<file path="src/rtl/tree_walk_pkg.sv">
// Shared types and constants for the decision-tree walker: FSM states,
// error codes and node-word field layout helpers.
package tree_walk_pkg;

  typedef enum logic [1:0] {
    ST_IDLE  = 2'd0,
    ST_FETCH = 2'd1,
    ST_EVAL  = 2'd2,
    ST_DONE  = 2'd3
  } walk_state_e;

  localparam logic [1:0] ERR_OK       = 2'd0;
  localparam logic [1:0] ERR_DEPTH    = 2'd1;
  localparam logic [1:0] ERR_FEAT     = 2'd2;
  localparam logic [1:0] ERR_ZERO_REL = 2'd3;

  // Node word, LSB first: is_leaf, right_rel, left_rel, feat_idx, cmp_value.
  function automatic int leaf_bit();
    return 0;
  endfunction

  function automatic int right_lsb();
    return 1;
  endfunction

  function automatic int left_lsb(input int rw);
    return 1 + rw;
  endfunction

  function automatic int fidx_lsb(input int rw);
    return 1 + 2 * rw;
  endfunction

  function automatic int cmp_lsb(input int rw, input int fiw);
    return 1 + 2 * rw + fiw;
  endfunction

  function automatic int node_width(input int fw, input int rw, input int fiw);
    return cmp_lsb(rw, fiw) + fw;
  endfunction

endpackage

</file>
<file path="src/rtl/tree_walker_node_eval.sv">
// Combinational per-node step: selects the feature, compares it with the
// node threshold and produces the branch direction, next address and error.
module node_eval
  import tree_walk_pkg::*;
#(
  parameter int FW         = 9,
  parameter int RW         = 7,
  parameter int AW         = 14,
  parameter int N_FEAT     = 16,
  parameter int SIGNED_CMP = 0,
  localparam int FIW       = $clog2(N_FEAT),
  localparam int NW        = node_width(FW, RW, FIW)
) (
  input  logic [NW-1:0]        node,
  input  logic [N_FEAT*FW-1:0] feat_vec,
  input  logic [AW-1:0]        cur_addr,
  output logic                 is_leaf,
  output logic [FW-1:0]        leaf_class,
  output logic                 go_left,
  output logic [AW-1:0]        next_addr,
  output logic [1:0]           err
);

  typedef struct packed {
    logic [FW-1:0]  cmp_value;
    logic [FIW-1:0] feat_idx;
    logic [RW-1:0]  left_rel;
    logic [RW-1:0]  right_rel;
    logic           is_leaf;
  } node_t;

  node_t         n;
  logic          idx_bad;
  int            sel;
  logic [FW-1:0] feat_sel;
  logic [RW-1:0] rel_sel;

  assign n = node_t'(node);

  always_comb begin
    idx_bad  = int'(n.feat_idx) >= N_FEAT;
    // Out-of-range index is flagged below; clamp so the part-select stays legal.
    sel      = idx_bad ? 0 : int'(n.feat_idx);
    feat_sel = feat_vec[sel*FW +: FW];
    if (SIGNED_CMP != 0) go_left = $signed(feat_sel) <= $signed(n.cmp_value);
    else                 go_left = feat_sel <= n.cmp_value;
    rel_sel    = go_left ? n.left_rel : n.right_rel;
    next_addr  = cur_addr + AW'(rel_sel);
    is_leaf    = n.is_leaf;
    leaf_class = n.cmp_value;
    if (n.is_leaf)           err = ERR_OK;
    else if (idx_bad)        err = ERR_FEAT;
    else if (rel_sel == '0)  err = ERR_ZERO_REL;
    else                     err = ERR_OK;
  end

endmodule

</file>
<file path="src/rtl/tree_walker.sv">
// Sequential decision-tree walker: fetches one node per two cycles from the
// node memory and follows relative child offsets until a leaf or an error.
//
// state    | meaning
// ST_IDLE  | ready for a request, latches root address and feature vector
// ST_FETCH | node read strobe issued at cur_addr
// ST_EVAL  | node word present, decide leaf / error / next child
// ST_DONE  | result held on out_* until out_ready
module tree_walker
  import tree_walk_pkg::*;
#(
  parameter int FW         = 9,
  parameter int RW         = 7,
  parameter int AW         = 14,
  parameter int N_FEAT     = 16,
  parameter int MAX_DEPTH  = 16,
  parameter int SIGNED_CMP = 0,
  localparam int FIW       = $clog2(N_FEAT),
  localparam int NW        = node_width(FW, RW, FIW),
  localparam int DW        = $clog2(MAX_DEPTH + 1)
) (
  input  logic                 clk,
  input  logic                 rst_n,
  input  logic                 start,
  output logic                 ready,
  input  logic [AW-1:0]        root_addr,
  input  logic [N_FEAT*FW-1:0] feat_vec,
  output logic                 mem_rd_en,
  output logic [AW-1:0]        mem_addr,
  input  logic [NW-1:0]        mem_rdata,
  output logic                 out_valid,
  input  logic                 out_ready,
  output logic [FW-1:0]        out_class,
  output logic [DW-1:0]        out_depth,
  output logic [1:0]           out_err
);

  walk_state_e          state_q, state_d;
  logic [AW-1:0]        cur_addr_q, cur_addr_d;
  logic [N_FEAT*FW-1:0] feat_q, feat_d;
  logic [DW-1:0]        depth_q, depth_d;
  logic                 mem_rd_en_q, mem_rd_en_d;
  logic [AW-1:0]        mem_addr_q, mem_addr_d;
  logic                 out_valid_q, out_valid_d;
  logic [FW-1:0]        out_class_q, out_class_d;
  logic [DW-1:0]        out_depth_q, out_depth_d;
  logic [1:0]           out_err_q, out_err_d;

  logic          ne_is_leaf;
  logic [FW-1:0] ne_class;
  logic          ne_go_left;
  logic [AW-1:0] ne_next_addr;
  logic [1:0]    ne_err;

  node_eval #(
    .FW(FW), .RW(RW), .AW(AW), .N_FEAT(N_FEAT), .SIGNED_CMP(SIGNED_CMP)
  ) u_node_eval (
    .node       (mem_rdata),
    .feat_vec   (feat_q),
    .cur_addr   (cur_addr_q),
    .is_leaf    (ne_is_leaf),
    .leaf_class (ne_class),
    .go_left    (ne_go_left),
    .next_addr  (ne_next_addr),
    .err        (ne_err)
  );

  always_comb begin
    state_d     = state_q;
    cur_addr_d  = cur_addr_q;
    feat_d      = feat_q;
    depth_d     = depth_q;
    mem_rd_en_d = mem_rd_en_q;
    mem_addr_d  = mem_addr_q;
    out_valid_d = out_valid_q;
    out_class_d = out_class_q;
    out_depth_d = out_depth_q;
    out_err_d   = out_err_q;
    case (state_q)
      ST_IDLE: begin
        if (start) begin
          state_d     = ST_FETCH;
          cur_addr_d  = root_addr;
          feat_d      = feat_vec;
          depth_d     = '0;
          mem_rd_en_d = 1'b1;
          mem_addr_d  = root_addr;
        end
      end
      ST_FETCH: begin
        mem_rd_en_d = 1'b0;
        state_d     = ST_EVAL;
      end
      ST_EVAL: begin
        out_depth_d = depth_q;
        if (ne_is_leaf) begin
          out_class_d = ne_class;
          out_err_d   = ERR_OK;
          out_valid_d = 1'b1;
          state_d     = ST_DONE;
        end else if (ne_err != ERR_OK) begin
          out_class_d = '0;
          out_err_d   = ne_err;
          out_valid_d = 1'b1;
          state_d     = ST_DONE;
        end else if (depth_q == DW'(MAX_DEPTH)) begin
          out_class_d = '0;
          out_err_d   = ERR_DEPTH;
          out_valid_d = 1'b1;
          state_d     = ST_DONE;
        end else begin
          depth_d     = depth_q + DW'(1);
          cur_addr_d  = ne_next_addr;
          mem_rd_en_d = 1'b1;
          mem_addr_d  = ne_next_addr;
          state_d     = ST_FETCH;
        end
      end
      ST_DONE: begin
        if (out_ready) begin
          out_valid_d = 1'b0;
          state_d     = ST_IDLE;
        end
      end
      default: state_d = ST_IDLE;
    endcase
  end

  always_ff @(posedge clk or negedge rst_n) begin
    if (!rst_n) begin
      state_q     <= ST_IDLE;
      cur_addr_q  <= '0;
      feat_q      <= '0;
      depth_q     <= '0;
      mem_rd_en_q <= 1'b0;
      mem_addr_q  <= '0;
      out_valid_q <= 1'b0;
      out_class_q <= '0;
      out_depth_q <= '0;
      out_err_q   <= '0;
    end else begin
      state_q     <= state_d;
      cur_addr_q  <= cur_addr_d;
      feat_q      <= feat_d;
      depth_q     <= depth_d;
      mem_rd_en_q <= mem_rd_en_d;
      mem_addr_q  <= mem_addr_d;
      out_valid_q <= out_valid_d;
      out_class_q <= out_class_d;
      out_depth_q <= out_depth_d;
      out_err_q   <= out_err_d;
    end
  end

  assign ready     = (state_q == ST_IDLE);
  assign mem_rd_en = mem_rd_en_q;
  assign mem_addr  = mem_addr_q;
  assign out_valid = out_valid_q;
  assign out_class = out_class_q;
  assign out_depth = out_depth_q;
  assign out_err   = out_err_q;

endmodule

</file>
<file path="config.mk">
export PLATFORM = sky130hd
export DESIGN_NAME = tree_walker
export DESIGN_NICKNAME = d
export VERILOG_FILES = /design/src/rtl/tree_walk_pkg.sv /design/src/rtl/tree_walker_node_eval.sv /design/src/rtl/tree_walker.sv
export SDC_FILE = /design/constraint.sdc
export NUM_CORES = 1
export LEC_CHECK = 0
export CAP_MARGIN = 20
export CORE_MARGIN = 5
export CORE_UTILIZATION = 45
export DETAILED_ROUTE_END_ITERATION = 6
export PLACE_DENSITY = 0.88
export SKIP_LAST_GASP = 1
export SLEW_MARGIN = 10
export SYNTH_ARGS = -nofsm -noshare
export SYNTH_HDL_FRONTEND = slang
export SYNTH_SLANG_ARGS = --single-unit
export TNS_END_PERCENT = 1
</file>
<file path="constraint.sdc">
create_clock -name clk -period 4.4 [get_ports clk]
set_clock_uncertainty 0.1 [all_clocks]
set_input_delay 0.88 -clock clk [delete_from_list [all_inputs] [get_ports clk]]
set_output_delay 0.88 -clock clk [all_outputs]
set_load 0.01 [all_outputs]
</file>
==> flow_summary.yaml, run 1 <==
global_route:
  grt_usage_pct: 25.11
  antenna_found_initial: 0
  grt_max_degree: 147
  grt_pass1_vias: 8152
  gr-total-overflow: 0
  grt_pass1_wl_um: 43750
worst_setup_path:
  worstPathArrival_ns: 5.23
  path_class: "input pin to flip-flop"
  worstPathMaxFanout: 8
  startpoint_type: "input pin"
  endpoint_kind: "flip-flop"
  worstPathRequired_ns: 4.65
timing:
  fin_ws_ns: -0.5766
  fmax_mhz: 200.9
  worstMarginPinSlew_ns: 0.8824
  period_needed_ns: 4.977
  slew_viol_final: 0
  relSlewSlack_pct: 41.03
  rsz0062_at_grt: "true"
  finalHoldViolCount: 0
  post-route-period-util_pct: 113.1
  finalSetupViolCount: 12
placement:
  hpwl_um: 20950
  numPortBuffers: 222
  place_area_mm2: 0.01178
  dpl.cell_count: 1409
  gp_congestion: 0.9077
clocking:
  cts_buffers: 17
  cts.sinks: 183
  clk_latency_ns: 0.44
  htree_num_levels: 4
  cts_tree: "done"
  clockBufferDepth: 2
  clkTransAtPathRegs_ns: 0.07
  clockRootBuffer: "clkbuf_16"
power_and_ir_drop:
  p_per_area_mw_per_mm2: 635.4
  ir_drop_mv: 0.3727
  p_clk_share_pct: 18.7
  switching_power_mw: 3.070
  p_int_mw: 4.914
  p_leak_nw: 5.943
  pwr-share-seq_pct: 38.7
  p_sw_share_pct: 38.45
  pwr-share-comb_pct: 42.6
route:
  ant_nets: 0
  remaining_drc_errors: 0
  drt_iter0_drc: 658
  drt-total-wl_um: 28680
  dr.pass1.iters: 6
  num_vias: 7990
  wl_per_cell_um: 19.78
  routed_via_density: 5.510
layout:
  design_area_mm2: 0.01257
  layout_common_cells: "467 x nand2_1, 219 x clkdlybuf4s50_1, 183 x dfrtp_1"
  drive_gt1_share_pct: 13.84
  final_common_cell: "nand2_1"
  areaGrowthSynthToFinish_pct: 39.58
  instances_no_fill: 1450
  final_nets: 1382
  n_antenna_cell: 0
logic_synthesis:
  ys_types: 53
  synthCells: 938
  netlist_area_mm2: 0.009002
  ys_ff_latch: 183
  synth_edf_count: 0
  synth_warnings: 0
  synth_flop_cell: "dfrtp_1"
  ys_seq_area_share_pct: 50.87
  syn_area_per_cell_um2: 9.597
  synth_fp_nets: 1148
  synthArstFlopShare_pct: 100.0
floorplan:
  boundaryPins: 223
  dieArea_mm2: 0.02293
  num_rows: 51
  core_area_mm2: 0.01959
  fp.dieW_um: 151.4
  fp.dieH_um: 151.4
  initial_core_util_pct: 45.95
status:
  status: "finished, violations left"
  failed_checks: "negative setup slack"
worst_hold_path:
  hp-class: "input pin to asynchronous set/reset pin"
run:
  max-cap-violations: 0
==> state kept, by name (all words and copies together) (netlist names) <==
register / count
depth_q: 5
out_err: 2
out_class: 9
out_depth: 5
mem_addr: 14
out_valid: 1
mem_rd_en: 1
feat_q: 144
state_q: 2
==> through the flow <==
step                      utilization (%)  total power [mW]  hold slack [ns]  TNS [ns]  setup slack (ns)
after floorplan                         -             4.900           0.3403    -6.139           -0.7018
after global placement              60.11             6.087           0.3549    -10.39           -0.9604
after detailed placement            60.11             6.247           0.3617    -12.22            -1.081
after CTS                           63.79             7.861           0.3832    -4.455           -0.5579
after global routing                64.14             8.451           0.4058    -6.223           -0.6699
final                               64.14             7.985           0.3784    -5.010           -0.5766
==> cells in the mapped netlist, types with 5 or more instances <==
cell,instances,area [um2]
nand2_1,467,1753
dfrtp_1,183,4579
mux4_2,45,1013
clkbuf_1,35,131.4
o21ai_0,20,100.1
ha_1,19,237.7
inv_1,18,67.56
nor2_1,14,52.55
a21oi_1,13,65.06
mux2_2,12,135.1
buf_1,10,37.54
a22o_1,9,78.83
a211oi_1,6,45.04
mux2i_1,6,60.06
o211ai_1,6,45.04
a2bb2oi_1,5,43.79
buf_2,5,25.02
nor3_1,5,25.02
o22ai_1,5,31.28
==> cell type report <==
cell class / count / area [um2]
clock buffers: 17 / 425.4
fillers: 1497 / 7024
repair buffers: 267 / 2731
inverters: 18 / 67.56
well taps: 265 / 331.6
multi-input cells: 685 / 4270
flip-flops and latches: 183 / 4579
clock inverters: 15 / 160.2
==> kinds of logic (layout without fill, tap and decap cells) <==
kind of cell,Yosys count,in the layout,synth area share [%]
and+or+nand+nor,516,516,22.81
DFF,183,183,50.87
AOI/OAI and AO/OA,82,82,6.421
buffers and inverters,70,317,3.155
muxes,64,64,13.59
adders and majority gates,20,20,2.863
xor gates and xnor gates,3,3,0.2919
==> routing by layer <==
layer	GRT usage [%]	vias up	share of wire, %
li1	-	3605	-
met1	31.69	3831	38
met2	40.36	474	48
met3	7.062	80	11
met4	11.24	0	4.2
met5	0	-	0
==> timing repair <==
item / CTS / global route
buffers inserted: 5 / 2
pin swaps: 8 / 5
resized for setup: 14 / 9
cloned: 2 / 0
hold buffers: 0 / 0
endpoints found under the setup margin: 13 / 13
==> final timing paths <==
kind | depth (start not counted) | endpoint | start | slack [ns]
max reg2reg | 18 | mem_addr[13] | feat_q[116] | -0.25
max | 20 | mem_addr[13] | mem_rdata[15] | -0.58
min | 1 | out_class[4] | rst_n | 0.38
max in group asynchronous | 2 | feat_q[0] | rst_n | 2.86
min in group clk | 2 | feat_q[101] | feat_q[101] | 0.38
min reg2reg | 2 | feat_q[101] | feat_q[101] | 0.38
==> worst max-delay path, cell delays in order <==
cell and delay, ns:
buf_12 0.13, buf_12 0.14, mux4_2 0.53, mux4_2 0.53
ha_4 0.30, nand4_1 0.16, or3_4 0.40, o21ai_4 0.08
buf_12 0.15, buf_4 0.10, buf_4 0.09, mux2_2 0.32
ha_1 0.31, o21ai_0 0.11, o21bai_1 0.21, o211ai_1 0.12
buf_4 0.17, o41ai_1 0.22, o21ai_1 0.10, o211ai_1 0.18
==> power by group through the flow <==
stage | Combinational, mW | Sequential (mW) | Clock, mW
global placement | 3.02 | 3.07 | 0
global route | 3.74 | 3.14 | 1.58
detailed placement | 3.18 | 3.07 | 0
floorplan | 2.06 | 2.84 | 0
CTS | 3.29 | 3.05 | 1.51
finish | 3.40 | 3.09 | 1.49
Note: power is estimated with default switching activity, not from simulation.
==> inputs of run 2 (changes only) <==
--- a/config.mk
+++ b/config.mk
@@ -7,9 +7,9 @@
 export LEC_CHECK = 0
 export CAP_MARGIN = 20
 export CORE_MARGIN = 5
-export CORE_UTILIZATION = 45
+export CORE_UTILIZATION = 40
 export DETAILED_ROUTE_END_ITERATION = 6
-export PLACE_DENSITY = 0.88
+export PLACE_DENSITY = 0.81
 export SKIP_LAST_GASP = 1
 export SLEW_MARGIN = 10
 export SYNTH_ARGS = -nofsm -noshare
==> run 2 against run 1 <==
The run still ends with negative setup slack left. Final cell count grew 1.6%. Sequential power barely moved. First-iteration DRC count decreased by 0.91%. Via count is 1.3% lower. Fmax shrank 1.4%. Global-route usage decreased by 3.2 points. Worst setup slack worse by 0.069 ns. Largest power group unchanged. Highest routed layer unchanged.
==> flow_summary.yaml, run 2 (synthesis results as in run 1) <==
status:
  status: "finished, violations left"
  failed_checks: "negative setup slack"
placement:
  numPortBuffers: 222
  gp_congestion: 0.8639
  place_ws_ns: -1.201
  hpwl_um: 21060
global_route:
  antenna_found_initial: 0
  grt_pass1_wl_um: 44270
  grtUsageMet3_pct: 6.701
  gr-total-overflow: 0
  grt_pass1_vias: 8271
  grt_usage_pct: 21.88
  busiest_layer: "met2"
  grt_max_degree: 146
  grtUsageMet1_pct: 27.56
  use_met2_pct: 35.82
clocking:
  cts.sinks: 183
  clockBufferDepth: 2
  cts_tree: "done"
  cts_hold_buffers: 0
  clockRootBuffer: "clkbuf_16"
  cts_buffers: 17
  htree_num_levels: 4
  clk_latency_ns: 0.44
  clkTransAtPathRegs_ns: 0.07
worst_setup_path:
  worstPathArrival_ns: 5.28
  worstPathMaxFanout: 7
  startpoint_type: "input pin"
  path_class: "input pin to flip-flop"
  endpoint_kind: "flip-flop"
  worstPathRequired_ns: 4.63
power_and_ir_drop:
  ir_drop_mv: 0.2646
  p_leak_nw: 5.994
  p_per_area_mw_per_mm2: 633.9
timing:
  finalSetupViolCount: 13
  fin_ws_ns: -0.6454
  finalHoldViolCount: 0
  worstMarginPinSlew_ns: 0.8503
  fmax_mhz: 198.2
  holdWs_ns: 0.2787
  relSlewSlack_pct: 43.18
  rsz0062_at_grt: "true"
  slew_viol_final: 0
  post-route-period-util_pct: 114.7
  period_needed_ns: 5.045
route:
  routed_via_density: 5.354
  ant_nets: 0
  dr.pass1.iters: 7
  remaining_drc_errors: 0
  drt-total-wl_um: 28510
  wl_per_cell_um: 19.35
  drt_iter0_drc: 652
  num_vias: 7887
layout:
  final_nets: 1390
  final_common_cell: "nand2_1"
  largest_register: "feat_q"
  fillers: 1793
  n_antenna_cell: 0
  layout_common_cells: "467 x nand2_1, 219 x clkdlybuf4s50_1, 183 x dfrtp_1"
  areaGrowthSynthToFinish_pct: 41.54
  drive_gt1_share_pct: 14.67
  largest_reg_flops: 144
floorplan:
  num_rows: 54
  boundaryPins: 223
  initial_core_util_pct: 40.87
  dieArea_mm2: 0.02561
  fp.dieH_um: 160.0
  fp.dieW_um: 160.0
  core_area_mm2: 0.02203
run:
  max-cap-violations: 0
worst_hold_path:
  hp-class: "input pin to asynchronous set/reset pin"
[run 2: cell types whose count changed in the layout (fill, tap and decap cells not counted), sizes merged]
cell,delta
buf,+8
clkinv,-4
clkbuf,+2
inv,+2
[run 2: worst paths after layout]
path / from / endpoint / slack [ns] / cells past startpoint
max: mem_rdata[15] / mem_addr[12] / -0.65 / 19
min: rst_n / out_class[4] / 0.28 / 1
max reg2reg: feat_q[98] / mem_addr[12] / -0.27 / 16
min reg2reg: feat_q[19] / feat_q[19] / 0.38 / 2
max in group asynchronous: rst_n / feat_q[11] / 2.98 / 2
min in group clk: feat_q[19] / feat_q[19] / 0.38 / 2
[run 2: cell type report]
cell class / instances / area (um2) / share of cell area (%)
tap: 280 / 350.3 / 2.749
timing repair buffer: 275 / 2811 / 22.06
multi-input combinational: 685 / 4362 / 34.23
sequential: 183 / 4579 / 35.94
clock inverter: 13 / 128.9 / 1.011
clock buffer: 19 / 442.9 / 3.476
inverter: 18 / 67.56 / 0.5302
[run 2: per-stage QoR]
step                TNS, ns  power [mW]  util (%)  area, um2  cells
global placement     -11.81       6.135     54.02      11900   1433
detailed placement   -16.28       6.289     54.02      11900   1433
floorplan            -6.139       4.900         -       9163    938
CTS                  -4.976       7.887     57.20      12600   1470
finish               -5.884       8.077     57.85      12740   1473
global route         -7.782       8.593     57.85      12740   1473
[run 2: worst max-delay path, cell delays in order]
cell and delay [ns]:
buf_12 0.10, buf_12 0.13, buf_12 0.11, mux4_2 0.49, mux4_2 0.51, ha_4 0.29
nand4_1 0.18, or3_4 0.46, o21ai_4 0.17, mux2_4 0.36, ha_4 0.17, inv_2 0.05
fa_2 0.19, nand2b_4 0.14, a21oi_4 0.06, o21a_1 0.22, o21ai_0 0.36, o22ai_1 0.17
a2bb2oi_1 0.22
[run 2: routing by layer]
metal / share of wire (%) / routed length (um)
met5: 0 / 0
met4: 3.2 / 916
met3: 9.0 / 2559
met2: 48 / 13800
met1: 39 / 11240
[run 2: where the power goes]
group / internal (mW) / total (mW) / switching (mW)
logic: 1.78 / 3.52 / 1.74
registers: 2.46 / 3.06 / 0.606
clock network: 0.767 / 1.49 / 0.727
total: 5.00 / 8.08 / 3.07
[run 2: timing repair]
| action | in CTS | in global routing |
|---|---|---|
| setup buffers | 4 | 3 |
| pin swaps | 9 | 17 |
| setup endpoints to repair | 13 | 14 |
| gates cloned | 2 | 0 |
| endpoints found under the hold margin | 0 | 0 |
| resized for setup | 13 | 18 |
==> inputs of run 3 (changes only) <==
--- a/config.mk
+++ b/config.mk
@@ -11,7 +11,7 @@
 export DETAILED_ROUTE_END_ITERATION = 6
 export PLACE_DENSITY = 0.81
 export SKIP_LAST_GASP = 1
-export SLEW_MARGIN = 10
+export SLEW_MARGIN = 20
 export SYNTH_ARGS = -nofsm -noshare
 export SYNTH_HDL_FRONTEND = slang
 export SYNTH_SLANG_ARGS = --single-unit
==> constraint.sdc (replaced) <==
create_clock -name clk -period 4.33 [get_ports clk]
set_clock_uncertainty 0.1 [all_clocks]
set_input_delay 0.866 -clock clk [delete_from_list [all_inputs] [get_ports clk]]
set_output_delay 0.866 -clock clk [all_outputs]
set_load 0.01 [all_outputs]
==> run 3 against run 2 <==
Register-to-register slack improved by 0.03 ns. Count of clock-buffer cells in the layout did not move. Combinational power barely moved. Non-clock buffer count fell by 3. Largest cell class unchanged. Core utilization rose by 0.091 points. The run still ends with negative setup slack left. Critical path depth did not move. Clock power rose by 5%. Via count fell by 2.2%. Wire length fell by 3.3%. Final area rose by 0.16%. Sequential cell count did not move.
==> flow_summary.yaml, run 3 (synthesis results as in run 1) <==
worst_setup_path:
  critPathMaxStageDelay_ns: 0.56
  path_class: "input pin to flip-flop"
  worstPathArrival_ns: 5.19
  endpoint_kind: "flip-flop"
  worstPathMaxFanout: 7
  worstPathRequired_ns: 4.60
  startpoint_type: "input pin"
  crit_chain: "buf_12 -> buf_12 -> mux4_2 -> mux4_2 -> ha_1 -> nand4_1 -> buf_4 -> o221ai_4 -> o21ai_4 -> mux2_4 -> ha_4 -> inv_2 -> fa_2 -> nand2b_4 -> a21oi_2 -> o21a_1 -> o211ai_1 -> or4b_4 -> a21oi_2"
  cp_num_buf_inv: 4
  crit_path_top_delay_cell: "mux4_2"
  crit_family: "multiplexers"
floorplan:
  fp.dieW_um: 160.0
  num_rows: 54
  initial_core_util_pct: 40.87
  dieArea_mm2: 0.02561
  core_area_mm2: 0.02203
  boundaryPins: 223
  fp.dieH_um: 160.0
layout:
  design_area_mm2: 0.01276
  n_antenna_cell: 0
  fillers: 1846
  drive_gt1_share_pct: 14.62
  seqCellArea_mm2: 0.004579
  layout_common_cells: "466 x nand2_1, 219 x clkdlybuf4s50_1, 183 x dfrtp_1"
  final_common_cell: "nand2_1"
  largest_reg_flops: 144
  instances_no_fill: 1470
  areaGrowthSynthToFinish_pct: 41.76
  largest_register: "feat_q"
  final_nets: 1387
  multiInputGateArea_mm2: 0.004370
clocking:
  clockBufferDepth: 2
  clkTransAtPathRegs_ns: 0.07
  cts.sinks: 183
  cts_buffers: 17
  clk_latency_ns: 0.44
  cts_tree: "done"
  clockRootBuffer: "clkbuf_16"
  cts_hold_buffers: 0
  htree_num_levels: 4
route:
  drt_iter0_drc: 483
  wl_per_cell_um: 18.75
  drt-total-wl_um: 27560
  ant_nets: 0
  remaining_drc_errors: 0
  dr.pass1.iters: 5
  routed_via_density: 5.245
  num_vias: 7710
timing:
  finalSetupViolCount: 13
  post-route-period-util_pct: 113.8
  relSlewSlack_pct: 40.97
  worstMarginPinSlew_ns: 0.8854
  fin_ws_ns: -0.5986
  period_needed_ns: 4.929
  fmax_mhz: 202.9
  finalHoldViolCount: 0
  holdWs_ns: 0.3741
  rsz0062_at_grt: "true"
  slew_viol_final: 0
global_route:
  grt_pass1_vias: 8074
  grt_pass1_wl_um: 44140
  gr-total-overflow: 0
  antenna_found_initial: 0
  grt_usage_pct: 21.71
  grt_max_degree: 147
power_and_ir_drop:
  p_per_area_mw_per_mm2: 638.7
  p_leak_nw: 5.999
  ir_drop_mv: 0.3097
  total_power_mw: 8.151
placement:
  dpl.cell_count: 1431
  numPortBuffers: 222
  place_area_mm2: 0.01187
  gp_congestion: 0.8861
  place_ws_ns: -1.211
  hpwl_um: 20440
run:
  max-cap-violations: 0
worst_hold_path:
  hp-class: "flip-flop to flip-flop"
status:
  failed_checks: "negative setup slack"
  status: "finished, violations left"
## run 3: cell types whose count changed in the layout (fill, tap and decap cells not counted), moves of 2 or more
| cell | delta |
|---|---|
| o21ai_0 | +3 |
| o21ai_1 | -3 |
| clkinvlp_4 | -2 |
| buf_12 | -2 |
| buf_4 | -3 |
## run 3: worst reg2reg max path: stages (launching register included)
cell and delay, ns:
dfrtp_1 0.39, mux4_2 0.53, mux4_2 0.49, ha_1 0.30, nand4_1 0.15, buf_4 0.16
o221ai_4 0.11, o21ai_4 0.33, mux2_4 0.36, ha_4 0.17, inv_2 0.05, fa_2 0.20
nand2b_4 0.13, a21oi_2 0.06, o21a_1 0.22, o211ai_1 0.16, or4b_4 0.47, a21oi_2 0.12
## run 3: routing by layer
| layer | share of wire (%) | routed length [um] | track usage, % |
|---|---|---|---|
| met3 | 8.7 | 2405 | 5.464 |
| met2 | 47 | 13080 | 35.01 |
| met4 | 3.4 | 941 | 8.213 |
| met5 | 0 | 0 | 0 |
| met1 | 40 | 11130 | 28.48 |
## run 3: power breakdown
| part | total (mW) | switching, mW | internal, mW |
|---|---|---|---|
| Sequential | 3.04 | 0.546 | 2.49 |
| Clock | 1.57 | 0.731 | 0.841 |
| Combinational | 3.54 | 1.75 | 1.78 |
## run 3: worst paths after layout
path / startpoint / end / slack [ns] / depth (start not counted)
setup / recovery: mem_rdata[15] / mem_addr[10] / -0.60 / 19
setup reg to reg: feat_q[104] / mem_addr[10] / -0.24 / 17
max in group asynchronous: rst_n / feat_q[75] / 2.78 / 2
hold reg to reg: feat_q[62] / feat_q[62] / 0.37 / 2
min in group asynchronous: rst_n / out_class[3] / 0.43 / 1
hold / removal: feat_q[62] / feat_q[62] / 0.37 / 2
## run 3: repair_timing
action                     in CTS  in global routing
gates resized for setup        20                 13
pin swaps                      11                  9
gates cloned                    3                  0
setup endpoints to repair      13                 13
buffers inserted                3                  2
## run 3: layout make-up
| class | instances | area share [%] |
|---|---|---|
| flip-flops and latches | 183 | 35.88 |
| multi-input cells | 685 | 34.25 |
| repair buffers | 272 | 21.87 |
| clock buffers | 19 | 3.471 |
| well taps | 280 | 2.745 |
| clock inverters | 13 | 1.255 |
| inverters | 18 | 0.5294 |
## run 3: per-stage QoR
stage	setup TNS [ns]	utilization (%)
after global placement	-13.39	53.90
after CTS	-5.484	57.58
final	-5.337	57.94
after floorplan	-6.867	-
after detailed placement	-16.73	53.90
after global routing	-6.913	57.94
